**src/rtl/wash_run.sv**
```systemverilog
// Wash-execution stage: charges the programme cost on confirm, then sequences
// WASH -> RINSE -> SPIN on a 1-second tick with pause/resume support.
module wash_run #(
  parameter int unsigned TICK_DIV = 100000000,
  parameter int unsigned W0 = 10, parameter int unsigned R0 = 5,  parameter int unsigned S0 = 5,  parameter int unsigned C0 = 5,
  parameter int unsigned W1 = 20, parameter int unsigned R1 = 10, parameter int unsigned S1 = 10, parameter int unsigned C1 = 10,
  parameter int unsigned W2 = 30, parameter int unsigned R2 = 15, parameter int unsigned S2 = 15, parameter int unsigned C2 = 15,
  parameter int unsigned W3 = 0,  parameter int unsigned R3 = 0,  parameter int unsigned S3 = 10, parameter int unsigned C3 = 3
) (
  input  logic       clk,
  input  logic       rst_n,
  input  logic       start_btn,
  input  logic       pre_ok,
  input  logic [9:0] bal_in,
  input  logic [1:0] mode,
  output logic [9:0] bal_out,
  output logic [2:0] state,
  output logic [6:0] sec_left,
  output logic       busy,
  output logic       done,
  output logic       err,
  output logic [1:0] motor,
  output logic       valve
);

  localparam int unsigned CW = (TICK_DIV > 1) ? $clog2(TICK_DIV) : 1;
  localparam logic [CW-1:0] TMAX = CW'(TICK_DIV - 1);

  typedef enum logic [2:0] {
    IDLE  = 3'd0,
    WASH  = 3'd1,
    RINSE = 3'd2,
    SPIN  = 3'd3,
    PAUSE = 3'd4,
    DONE  = 3'd5,
    ERR   = 3'd6
  } state_t;

  state_t        cur, nxt, ret, ret_n;
  logic          s1, s2, s2_d, sp;
  logic [CW-1:0] tcnt, tcnt_n;
  logic [6:0]    ph, ph_n, r_len, r_len_n, s_len, s_len_n, sec, sec_n;
  logic [9:0]    bal, bal_n;
  logic          done_q, done_n;
  logic          run, tick;
  logic [6:0]    w_sel, r_sel, s_sel;
  logic [9:0]    c_sel;

  assign sp   = s2 & ~s2_d;
  assign run  = (cur == WASH) || (cur == RINSE) || (cur == SPIN);
  assign tick = run && (tcnt == TMAX);

  always_comb begin
    case (mode)
      2'd0:    begin w_sel = 7'(W0); r_sel = 7'(R0); s_sel = 7'(S0); c_sel = 10'(C0); end
      2'd1:    begin w_sel = 7'(W1); r_sel = 7'(R1); s_sel = 7'(S1); c_sel = 10'(C1); end
      2'd2:    begin w_sel = 7'(W2); r_sel = 7'(R2); s_sel = 7'(S2); c_sel = 10'(C2); end
      default: begin w_sel = 7'(W3); r_sel = 7'(R3); s_sel = 7'(S3); c_sel = 10'(C3); end
    endcase
  end

  always_ff @(posedge clk) begin
    if (!rst_n) begin
      cur    <= IDLE;
      ret    <= IDLE;
      s1     <= 1'b0;
      s2     <= 1'b0;
      s2_d   <= 1'b0;
      tcnt   <= '0;
      ph     <= '0;
      r_len  <= '0;
      s_len  <= '0;
      sec    <= '0;
      bal    <= '0;
      done_q <= 1'b0;
    end else begin
      cur    <= nxt;
      ret    <= ret_n;
      s1     <= start_btn;
      s2     <= s1;
      s2_d   <= s2;
      tcnt   <= tcnt_n;
      ph     <= ph_n;
      r_len  <= r_len_n;
      s_len  <= s_len_n;
      sec    <= sec_n;
      bal    <= bal_n;
      done_q <= done_n;
    end
  end

  always_comb begin
    nxt     = cur;
    ret_n   = ret;
    tcnt_n  = tcnt;
    ph_n    = ph;
    r_len_n = r_len;
    s_len_n = s_len;
    sec_n   = sec;
    bal_n   = bal;
    done_n  = 1'b0;
    if (run) tcnt_n = tick ? '0 : tcnt + 1'b1;
    case (cur)
      IDLE: begin
        tcnt_n = '0;
        bal_n  = bal_in;
        if (sp && pre_ok) begin
          r_len_n = r_sel;
          s_len_n = s_sel;
          if (bal_in >= c_sel) begin
            bal_n = bal_in - c_sel;
            sec_n = w_sel + r_sel + s_sel;
            if (w_sel != '0)      begin nxt = WASH;  ph_n = w_sel; end
            else if (r_sel != '0) begin nxt = RINSE; ph_n = r_sel; end
            else if (s_sel != '0) begin nxt = SPIN;  ph_n = s_sel; end
            else begin nxt = DONE; ph_n = '0; sec_n = '0; done_n = 1'b1; end
          end else begin
            nxt = ERR;
          end
        end
      end
      WASH, RINSE, SPIN: begin
        if (tick) begin
          sec_n = sec - 7'd1;
          if (ph == 7'd1) begin
            if (cur == WASH && r_len != '0)      begin nxt = RINSE; ph_n = r_len; end
            else if (cur != SPIN && s_len != '0) begin nxt = SPIN;  ph_n = s_len; end
            else begin nxt = DONE; ph_n = '0; sec_n = '0; done_n = 1'b1; end
          end else begin
            ph_n = ph - 7'd1;
          end
        end
        // A press landing on a phase-ending tick is dropped; the advance wins.
        if (sp && !(tick && ph == 7'd1)) begin
          nxt   = PAUSE;
          ret_n = cur;
        end
      end
      PAUSE: if (sp) nxt = ret;
      DONE, ERR: begin
        if (sp) begin
          nxt    = IDLE;
          tcnt_n = '0;
        end
      end
      default: nxt = IDLE;
    endcase
  end

  assign state    = cur;
  assign bal_out  = bal;
  assign sec_left = sec;
  assign done     = done_q;
  assign busy     = run || (cur == PAUSE);
  assign err      = (cur == ERR);
  assign valve    = (cur == WASH) || (cur == RINSE);

  always_comb begin
    case (cur)
      WASH:    motor = 2'b01;
      RINSE:   motor = 2'b10;
      SPIN:    motor = 2'b11;
      default: motor = 2'b00;
    endcase
  end

endmodule

```
**config.mk**
```make
export PLATFORM = sky130hd
export DESIGN_NAME = wash_run
export DESIGN_NICKNAME = d
export VERILOG_FILES = /design/src/rtl/wash_run.sv
export SDC_FILE = /design/constraint.sdc
export NUM_CORES = 1
export LEC_CHECK = 0
export CELL_PAD_IN_SITES_DETAIL_PLACEMENT = 0
export CELL_PAD_IN_SITES_GLOBAL_PLACEMENT = 1
export CORE_MARGIN = 8
export CORE_UTILIZATION = 25
export DETAILED_ROUTE_END_ITERATION = 10
export HOLD_SLACK_MARGIN = 0.15
export PLACE_DENSITY = 0.61
export SLEW_MARGIN = 20
export SYNTH_ARGS = -nofsm -noshare
export SYNTH_HDL_FRONTEND = slang
export SYNTH_SLANG_ARGS = --single-unit
export TNS_END_PERCENT = 1
```
**constraint.sdc**
```tcl
create_clock -name clk -period 6.2 [get_ports clk]
set_clock_uncertainty 0.2 [all_clocks]
set_input_delay 1.24 -clock clk [delete_from_list [all_inputs] [get_ports clk]]
set_output_delay 1.24 -clock clk [all_outputs]
set_load 0.1 [all_outputs]
```
==> flow_summary.json <==
{
  "status": "finished, final reports clean",
  "fin_total_pwr_uw": 1285,
  "worstSetupEndpoint": "ph[1]",
  "synth_area_leaders": "dfxtp_1, nor2_1, xor2_1",
  "clkTransAtPathRegs_ns": 0.05,
  "wirelength_um": 9837,
  "timing.fmax_mhz": 222.2,
  "ys.flop_type": "dfxtp_1",
  "fin_tns_setup_ns": 0,
  "wl_per_cell_um": 14.57,
  "post_dp_cell_area_mm2": 0.004187,
  "finalMaxSlewViolations": 0,
  "p_leak_uw": 0.001602,
  "cts_tree": "yes",
  "synth_top_cell_area_share": 0.3587,
  "path_max_fanout": 18,
  "min_period_over_period": 0.7259,
  "timing.rr.end": "tcnt[10]",
  "synth_cells": 451,
  "synth_seq_area_share": 0.3587,
  "coreArea_mm2": 0.01437,
  "netlist_area_mm2": 0.003627,
  "io_pins": 42,
  "drtIter0Drc": 172,
  "worst_setup_path_end_kind": "flip-flop",
  "antenna_found_initial": 0,
  "gp_congestion": 0.7866,
  "setup.worst_path.start": "mode[0]",
  "critPathArrivalTime_ns": 4.53,
  "synthDistinctLibCells": 58,
  "drt_pass1_iterations": 4,
  "finalSetupViolations": 0,
  "final_area_mm2": 0.004477,
  "drc": 0,
  "ir_drop_mv": 0.1559,
  "worstSetupStartpointType": "primary input",
  "ys_seq_elements": 65,
  "vias_per_cell": 4.840,
  "io_buffers": 41,
  "drive_above_1_share": 0.05092,
  "rsz0062_at_grt": "false",
  "clock_tree.root_cell": "clkbuf_16",
  "start_util": 0.2524,
  "n_antenna_cell": 0,
  "fillCellCount": 1561,
  "cts_hold_buf": 0,
  "clockBufferDepth": 2,
  "powerDensity_mw_per_mm2": 287.0,
  "clkLatencyLatePin_ns": 0.34,
  "overflow": 0,
  "cap_violations": 0,
  "grt_max_degree": 26,
  "synth_edf_count": 0,
  "yosys.area.top_type": "dfxtp_1",
  "rows": 44,
  "regToRegStartpoint": "state[1]",
  "async_flop_share": 0,
  "dieArea_mm2": 0.01862,
  "synth_nets": 482,
  "tightest_slew_ns": 1.013,
  "vias": 3267,
  "area_delta_synth_final_pct": 23.42,
  "cts_resized": 0,
  "post_cts.repair.setup_buffers": 0,
  "hpwl_um": 7109,
  "grt_pass1_vias": 3195,
  "die_y_um": 136.5,
  "yosysWarnings": 0,
  "critical_path_class": "in -> reg",
  "htree_num_levels": 3,
  "syn_area_per_cell_um2": 8.043,
  "dp_cells": 659,
  "cts_buffers": 9,
  "nets": 517,
  "slew_headroom": 0.3225,
  "reg2regPathDepth": 5,
  "grt_pass1_wl_um": 16150,
  "cp_data_required_time_ns": 6.23,
  "final_cells": 675,
  "die_w_um": 136.5,
  "hold_viol_final": 0,
  "ant_nets": 0,
  "clkSinkCount": 65,
  "ff2ff_setup_slack_ns": 2.76,
  "grtUsageTotal": 0.1096,
  "min_path_type": "reg -> reg",
  "min_period_ns": 4.500
}
stage by stage:
step	utilization	hold slack, ns	setup slack [ns]
global route	0.3116	0.2506	1.378
CTS	0.3116	0.2308	1.681
global placement	0.2914	0.2218	1.546
detailed placement	0.2914	0.2219	1.329
finish	0.3116	0.2280	1.700
floorplan	-	0.2091	1.232
Yosys cell counts (9+ instances only):
cell type / count
inv_1: 15
nor3_1: 15
xnor2_1: 13
a211oi_1: 9
nand2_1: 34
ha_1: 14
nand3_1: 16
xor2_1: 21
o21ai_0: 23
dfxtp_1: 65
nor2_1: 64
a21oi_1: 36
power breakdown:
group,internal [uW],switching (uW)
Combinational,87.6,243
Clock,321,179
Sequential,437,17.7
worst min-delay path by stage:
| stage | start | end | slack, ns | cells past startpoint |
|---|---|---|---|---|
| 2_1_floorplan | ret[2] | ret[2] | 0.21 | 2 |
| 3_3_place_gp | s1 | s2 | 0.22 | 1 |
| 3_5_place_dp | ret[2] | ret[2] | 0.22 | 2 |
| 4_1_cts | ret[2] | ret[2] | 0.23 | 2 |
| 5_1_grt | ret[2] | ret[2] | 0.25 | 2 |
| 6_report | ret[2] | ret[2] | 0.23 | 2 |
critical path, cell delays in order:
cell and delay (ns):
clkdlybuf4s50_1 0.53, inv_1 0.10, ha_1 0.26, nor2_1 0.27, ha_1 0.33, a41o_1 0.27, nor4_2 0.29, nand2_1 0.19
a21oi_2 0.66, nor3_1 0.14, a211oi_1 0.24
routing by layer:
| metal | global-route usage | wire (um) | vias to the layer above |
|---|---|---|---|
| met3 | 0.04545 | 482 | 8 |
| met1 | 0.1277 | 4524 | 1536 |
| li1 | - | - | 1667 |
| met5 | 0 | 0 | - |
| met2 | 0.1782 | 4702 | 56 |
| met4 | 0.03661 | 128 | 0 |
kinds of logic after synthesis:
group / after synthesis / synth area share
muxes: 2 / 0.005519
buffers and inverters: 33 / 0.03898
AOI/OAI and AO/OA: 103 / 0.1763
adders and majority gates: 16 / 0.05657
DFF: 65 / 0.3587
and+or+nand+nor: 198 / 0.2818
xor gates and xnor gates: 34 / 0.08210
state kept, by name, summed over array words and instances (netlist names), 2 cells and up:
signal and flops:
tcnt 27, bal_out 10, ph 7, sec_left 7
ret 3, state 3, r_len 2, s_len 2
placed cells by master, fill, tap and decap left out, types with 4 or more instances in the layout:
| cell | synthesis | final |
|---|---|---|
| nand4_1 | 8 | 8 |
| xnor2_1 | 13 | 13 |
| nand2b_1 | 7 | 7 |
| nor2b_1 | 5 | 5 |
| clkdlybuf4s50_1 | 0 | 41 |
| clkbuf_16 | 0 | 9 |
| xor2_1 | 21 | 21 |
| nand3_1 | 16 | 16 |
| and4_1 | 6 | 6 |
| a21oi_1 | 36 | 36 |
| a211oi_1 | 9 | 9 |
| or3_1 | 4 | 4 |
| o21ai_0 | 23 | 23 |
| nand2_1 | 34 | 34 |
| inv_1 | 15 | 15 |
| a21o_1 | 6 | 6 |
| or4_1 | 4 | 4 |
| and3_1 | 4 | 4 |
| dfxtp_1 | 65 | 65 |
| ha_1 | 14 | 14 |
| nor3_1 | 15 | 15 |
| or2_2 | 4 | 4 |
| and2_1 | 8 | 8 |
| nor2_1 | 64 | 64 |
| nor4_1 | 8 | 8 |
final cells by class:
cell class	instances	area [um^2]	share of cell area
clock buffers	13	250.2	0.05590
clock inverters	3	40.04	0.008944
inverters	16	60.06	0.01342
multi-input cells	353	2185	0.4880
flip-flops and latches	65	1301	0.2907
well taps	184	230.2	0.05143
repair buffers	41	410.4	0.09167
Power figures use the tool's default switching activity.
